## config.mk

```make
export PLATFORM = sky130hd
export DESIGN_NAME = tff_counter
export DESIGN_NICKNAME = d
export VERILOG_FILES = /design/src/rtl/tff_counter_pkg.sv /design/src/rtl/tff_counter_cell.sv /design/src/rtl/tff_counter.sv
export SDC_FILE = /design/constraint.sdc
export NUM_CORES = 1
export LEC_CHECK = 0
export CAP_MARGIN = 10
export CORE_MARGIN = 1
export CORE_UTILIZATION = 39
export CTS_CLUSTER_SIZE = 40
export DETAILED_ROUTE_END_ITERATION = 8
export PLACE_DENSITY = 0.85
export SYNTH_ARGS = -nofsm -noshare
export SYNTH_HDL_FRONTEND = slang
export SYNTH_SLANG_ARGS = --single-unit
```

## constraint.sdc

```tcl
create_clock -name clk -period 1.75 [get_ports clk]
set_input_delay 0.175 -clock clk [delete_from_list [all_inputs] [get_ports clk]]
set_output_delay 0.175 -clock clk [all_outputs]
set_load 0.01 [all_outputs]
```

## src/rtl/tff_counter_pkg.sv

```systemverilog
// Shared constants and helpers for the T-flip-flop counter.
package tff_counter_pkg;

  localparam logic DIR_UP   = 1'b0;
  localparam logic DIR_DOWN = 1'b1;
  localparam int unsigned MAX_WIDTH = 32'd32;

  // Loads above the last count value are pinned to MODULUS-1.
  function automatic logic [MAX_WIDTH-1:0] clamp_load(
    input logic [MAX_WIDTH-1:0] value,
    input logic [MAX_WIDTH:0]   modulus
  );
    logic [MAX_WIDTH:0] lastVal;
    lastVal = modulus - {{MAX_WIDTH{1'b0}}, 1'b1};
    if ({1'b0, value} > lastVal) begin
      return lastVal[MAX_WIDTH-1:0];
    end else begin
      return value;
    end
  endfunction

endpackage

```

## src/rtl/tff_counter_cell.sv

```systemverilog
// One-bit T flip-flop with synchronous active-low reset.
module tff_sync_cell (
  input  logic clk,
  input  logic resetN,
  input  logic T,
  output logic Q,
  output logic notQ
);

  // Toggle state when T is high.
  always_ff @(posedge clk) begin
    if (!resetN) begin
      Q <= 1'b0;
    end else begin
      Q <= Q ^ T;
    end
  end

  assign notQ = ~Q;

endmodule

```

## src/rtl/tff_counter.sv

```systemverilog
// Modulus counter built from T flip-flop cells; supports load and saturate.
// Down counting is compiled in only when TFF_COUNTER_DOWN_EN is defined.
module tff_counter #(
  parameter int unsigned     WIDTH    = 8,
  parameter longint unsigned MODULUS  = 64'd1 << WIDTH,
  parameter bit              SATURATE = 1'b0
) (
  input  logic             clk,
  input  logic             resetN,
  input  logic             en,
  input  logic             down,
  input  logic             load,
  input  logic [WIDTH-1:0] loadValue,
  output logic [WIDTH-1:0] Q,
  output logic [WIDTH-1:0] notQ,
  output logic             tc,
  output logic             wrapped
);
  import tff_counter_pkg::*;

  if (WIDTH < 32'd1 || WIDTH > MAX_WIDTH || MODULUS < 64'd2 ||
      MODULUS > (64'd1 << WIDTH)) begin : gParamCheck
    $error("tff_counter: WIDTH must be 1..32 and MODULUS 2..2**WIDTH");
  end

  localparam logic [WIDTH:0]     TERM_EXT = (WIDTH+1)'(MODULUS - 64'd1);
  localparam logic [WIDTH-1:0]   TERM     = WIDTH'(MODULUS - 64'd1);
  localparam logic [MAX_WIDTH:0] MOD_EXT  = (MAX_WIDTH+1)'(MODULUS);

  logic [WIDTH-1:0] qInt;
  logic [WIDTH-1:0] notQInt;
  logic [WIDTH-1:0] nextQ;
  logic [WIDTH-1:0] toggle;
  logic [WIDTH-1:0] upNext;
  logic [WIDTH-1:0] stepNext;
  logic [WIDTH-1:0] termSel;
  logic             upWrap;
  logic             stepWrap;
  logic             wrapNext;
  logic             wrappedReg;

  // Up-count successor, compared at WIDTH+1 bits so MODULUS=2**WIDTH is safe.
  always_comb begin
    upNext = qInt;
    upWrap = 1'b0;
    if ({1'b0, qInt} >= TERM_EXT) begin
      if (SATURATE) begin
        upNext = qInt;
        upWrap = 1'b0;
      end else begin
        upNext = {WIDTH{1'b0}};
        upWrap = 1'b1;
      end
    end else begin
      upNext = WIDTH'({1'b0, qInt} + (WIDTH+1)'(1'b1));
      upWrap = 1'b0;
    end
  end

`ifdef TFF_COUNTER_DOWN_EN
  logic [WIDTH-1:0] dnNext;
  logic             dnWrap;

  // Down-count successor.
  always_comb begin
    dnNext = qInt;
    dnWrap = 1'b0;
    if (qInt == {WIDTH{1'b0}}) begin
      if (SATURATE) begin
        dnNext = qInt;
        dnWrap = 1'b0;
      end else begin
        dnNext = TERM;
        dnWrap = 1'b1;
      end
    end else begin
      dnNext = qInt - WIDTH'(1'b1);
      dnWrap = 1'b0;
    end
  end

  // Direction select for the step value and the terminal compare.
  always_comb begin
    stepNext = upNext;
    stepWrap = upWrap;
    termSel  = TERM;
    if (down == DIR_DOWN) begin
      stepNext = dnNext;
      stepWrap = dnWrap;
      termSel  = {WIDTH{1'b0}};
    end else begin
      stepNext = upNext;
      stepWrap = upWrap;
      termSel  = TERM;
    end
  end
`else
  logic unusedDown;
  assign unusedDown = down;
  assign stepNext   = upNext;
  assign stepWrap   = upWrap;
  assign termSel    = TERM;
`endif

  // Priority: load, then count, then hold (reset lives in the flops).
  always_comb begin
    nextQ    = qInt;
    wrapNext = 1'b0;
    if (load) begin
      nextQ    = WIDTH'(clamp_load(MAX_WIDTH'(loadValue), MOD_EXT));
      wrapNext = 1'b0;
    end else if (en) begin
      nextQ    = stepNext;
      wrapNext = stepWrap;
    end else begin
      nextQ    = qInt;
      wrapNext = 1'b0;
    end
  end

  assign toggle = qInt ^ nextQ;

  for (genvar i = 0; i < WIDTH; i++) begin : gCell
    tff_sync_cell uCell (
      .clk    (clk),
      .resetN (resetN),
      .T      (toggle[i]),
      .Q      (qInt[i]),
      .notQ   (notQInt[i])
    );
  end

  // One-cycle wrap pulse.
  always_ff @(posedge clk) begin
    if (!resetN) begin
      wrappedReg <= 1'b0;
    end else begin
      wrappedReg <= wrapNext;
    end
  end

  assign Q       = qInt;
  assign notQ    = notQInt;
  assign tc      = en & ~load & (qInt == termSel);
  assign wrapped = wrappedReg;

endmodule

```

==> impl_metrics.ini <==
[placement]
port_buffers = 29
place_congestion = 0.841
dp_hpwl_um = 1180
dp_slack_ps = 10.3

[global_route]
grt_max_degree = 10
grt_pass1_wl_um = 2250
globalRouteOverflowTotal = 0
grt_pass1_vias = 525
grtUsageTotal_pct = 16.8
antenna_found_initial = 0

[critical_path]
worstSetupEndpointType = output pin
cp_max_fo = 2
arrival_ps = 1440
critPathKind = flip-flop to output pin
startpoint_type = flip-flop
worstPathRequired_ps = 1570

[routing]
final_antenna_net_count = 0
viasPerCell = 5.18
route.detailed.drc = 0
firstDrtPassIters = 4
drtIter0Drc = 22
wl_um = 1490
vias = 653
wl_per_cell_um = 11.8

[logic_synthesis]
netlist_instances = 85
ys_ff_latch = 9
synthAdderAreaFrac_pct = 1.95
yosysWarnings = 0
mappedNetlistNets = 99
ys_seq_area_share_pct = 28.1
synth_area_um2 = 642
synth_xor_area_share_pct = 4.09
synth_top_family_by_area = buffers and inverters
synth-compound-area-share_pct = 21.2
synth-simple-area-share_pct = 17.0
synthMuxAreaShare_pct = 0
ys_types = 25
syn_area_per_cell_um2 = 7.55

[job]
cap_viol_max_count = 0

[cells_and_area]
fin_util_pct = 60.3
num_antenna_cells = 0
nFillCells = 136
area_growth_pct = 43.3
nets = 125
final_layout_size_suffix_gt1_share_pct = 12.7

[floorplanning]
fp.dieW_um = 42.6
die-height_um = 42.6
io-pin-count = 31
dieArea_um2 = 1810
initial_core_util_pct = 42.1
core-area_um2 = 1520
rows = 14

[power_and_ir_drop]
finalPower_w = 0.000556
power.leakage_nw = 0.361
max-vdd-ir-drop_v = 0.000530
power.density_nw_per_um2 = 604

[sta]
finalSetupViolCount = 0
report.final.slew_viol_count = 0
rsz0062_at_grt = false
worst_clock_skew_ps = 0.583
tightest_slew_ps = 367
setup_ws_ps = 136
max_clock_freq_mhz = 620
slew_headroom_pct = 74.9
min_period_ps = 1610
hold_viol = 0
finalCritPeriodShare_pct = 92.2

[cts]
cts_setup_buffers = 0
postCtsResizedCells = 1
numCtsBuffers = 3
cts_sinks = 9
clk_latency_ps = 270
hold_buffers = 0
clockBufferDepth = 2
clkTransAtPathRegs_ps = 60
cts_max_level = 1
cts-root-buf = clkbuf_4
cts_tree = built

[hold_path]
hold_class = primary input to flip-flop

[outcome]
run_status = finished, final reports clean
-- logic make-up (layout without fill, tap and decap cells) --
kind of cell	Yosys count	in the layout
adders and majority gates	1	1
AOI/OAI and AO/OA	22	22
and+or+nand+nor	20	20
xor gates and xnor gates	3	3
buffers and inverters	30	55
DFF	9	9
-- metal layers --
layer  share of wire, %  GRT usage, %  vias up
li1                   -             -      330
met1                 44          21.2      295
met2                 48          24.6       23
met3                5.9          4.74        5
met4                2.4          11.3        0
met5                  0             0        -
-- cell type report --
cell class	instances	area, um^2	area share (%)
timing repair buffer	39	364	39.6
multi-input combinational	46	284	30.9
sequential	9	180	19.6
inverter	12	45.0	4.90
clock buffer	4	26.3	2.86
tap	16	20.0	2.18
-- cell usage after synthesis --
cell | count | area [um^2]
buf_4 | 17 | 128
inv_1 | 12 | 45.0
dfxtp_1 | 9 | 180
o21ai_0 | 8 | 40.0
nand3_1 | 6 | 30.0
a21oi_1 | 5 | 25.0
nand2_1 | 4 | 15.0
o211ai_1 | 3 | 22.5
xnor2_1 | 3 | 26.3
nand4_1 | 2 | 12.5
nor2_1 | 2 | 7.51
a2111oi_0 | 1 | 8.76
a211oi_1 | 1 | 7.51
a221o_1 | 1 | 10.0
a22oi_1 | 1 | 7.51
a31oi_1 | 1 | 6.26
buf_2 | 1 | 5.00
ha_1 | 1 | 12.5
nand2b_1 | 1 | 6.26
nand4_2 | 1 | 12.5
nor3_1 | 1 | 5.00
nor3b_1 | 1 | 7.51
nor4_1 | 1 | 6.26
o31a_1 | 1 | 8.76
or3_1 | 1 | 6.26
-- registers in the layout (all words and copies together) (netlist names) --
name / count
gCell.uCell.Q: 8
wrapped: 1
-- cell usage in the layout (no fill, tap or decap), drive strengths merged, types with 4 or more instances in the layout --
cell type / n
dfxtp: 9
o21ai: 8
nand3: 6
inv: 12
buf: 10
clkbuf: 4
clkdlybuf4s50: 28
a21oi: 5
nand2: 4
-- power by group --
group | switching (W) | internal (W) | leakage (nW)
Clock | 0.0000785 | 0.0000883 | 0.0150
Sequential | 0.0000129 | 0.000217 | 0.0743
Combinational | 0.0000650 | 0.0000938 | 0.272
-- through the flow --
step | std cells | area (um^2) | setup TNS, ps | hold WS, ps
final | 126 | 920 | 0 | 500
after global routing | 126 | 920 | 0 | 525
after CTS | 126 | 920 | 0 | 504
after detailed placement | 122 | 895 | 0 | 560
after global placement | 122 | 895 | -24.5 | 540
after floorplan | 85 | 642 | 0 | 313
-- worst max-delay path, stage by stage, from the launching register on --
cell and delay, ps:
dfxtp_1 360, ha_1 190, nand4_2 120, nor3_1 200, dlygate4sd2_1 300
-- final timing paths --
kind / start / to / slack (ps) / cells after the start
setup reg to reg: gCell[0].uCell.Q / gCell[6].uCell.Q / 350 / 5
setup / recovery: gCell[0].uCell.Q / tc / 140 / 4
hold reg to reg: gCell[6].uCell.Q / gCell[6].uCell.Q / 570 / 2
hold / removal: loadValue[2] / gCell[2].uCell.Q / 500 / 3
No activity file was read; power rests on OpenSTA's default activity.
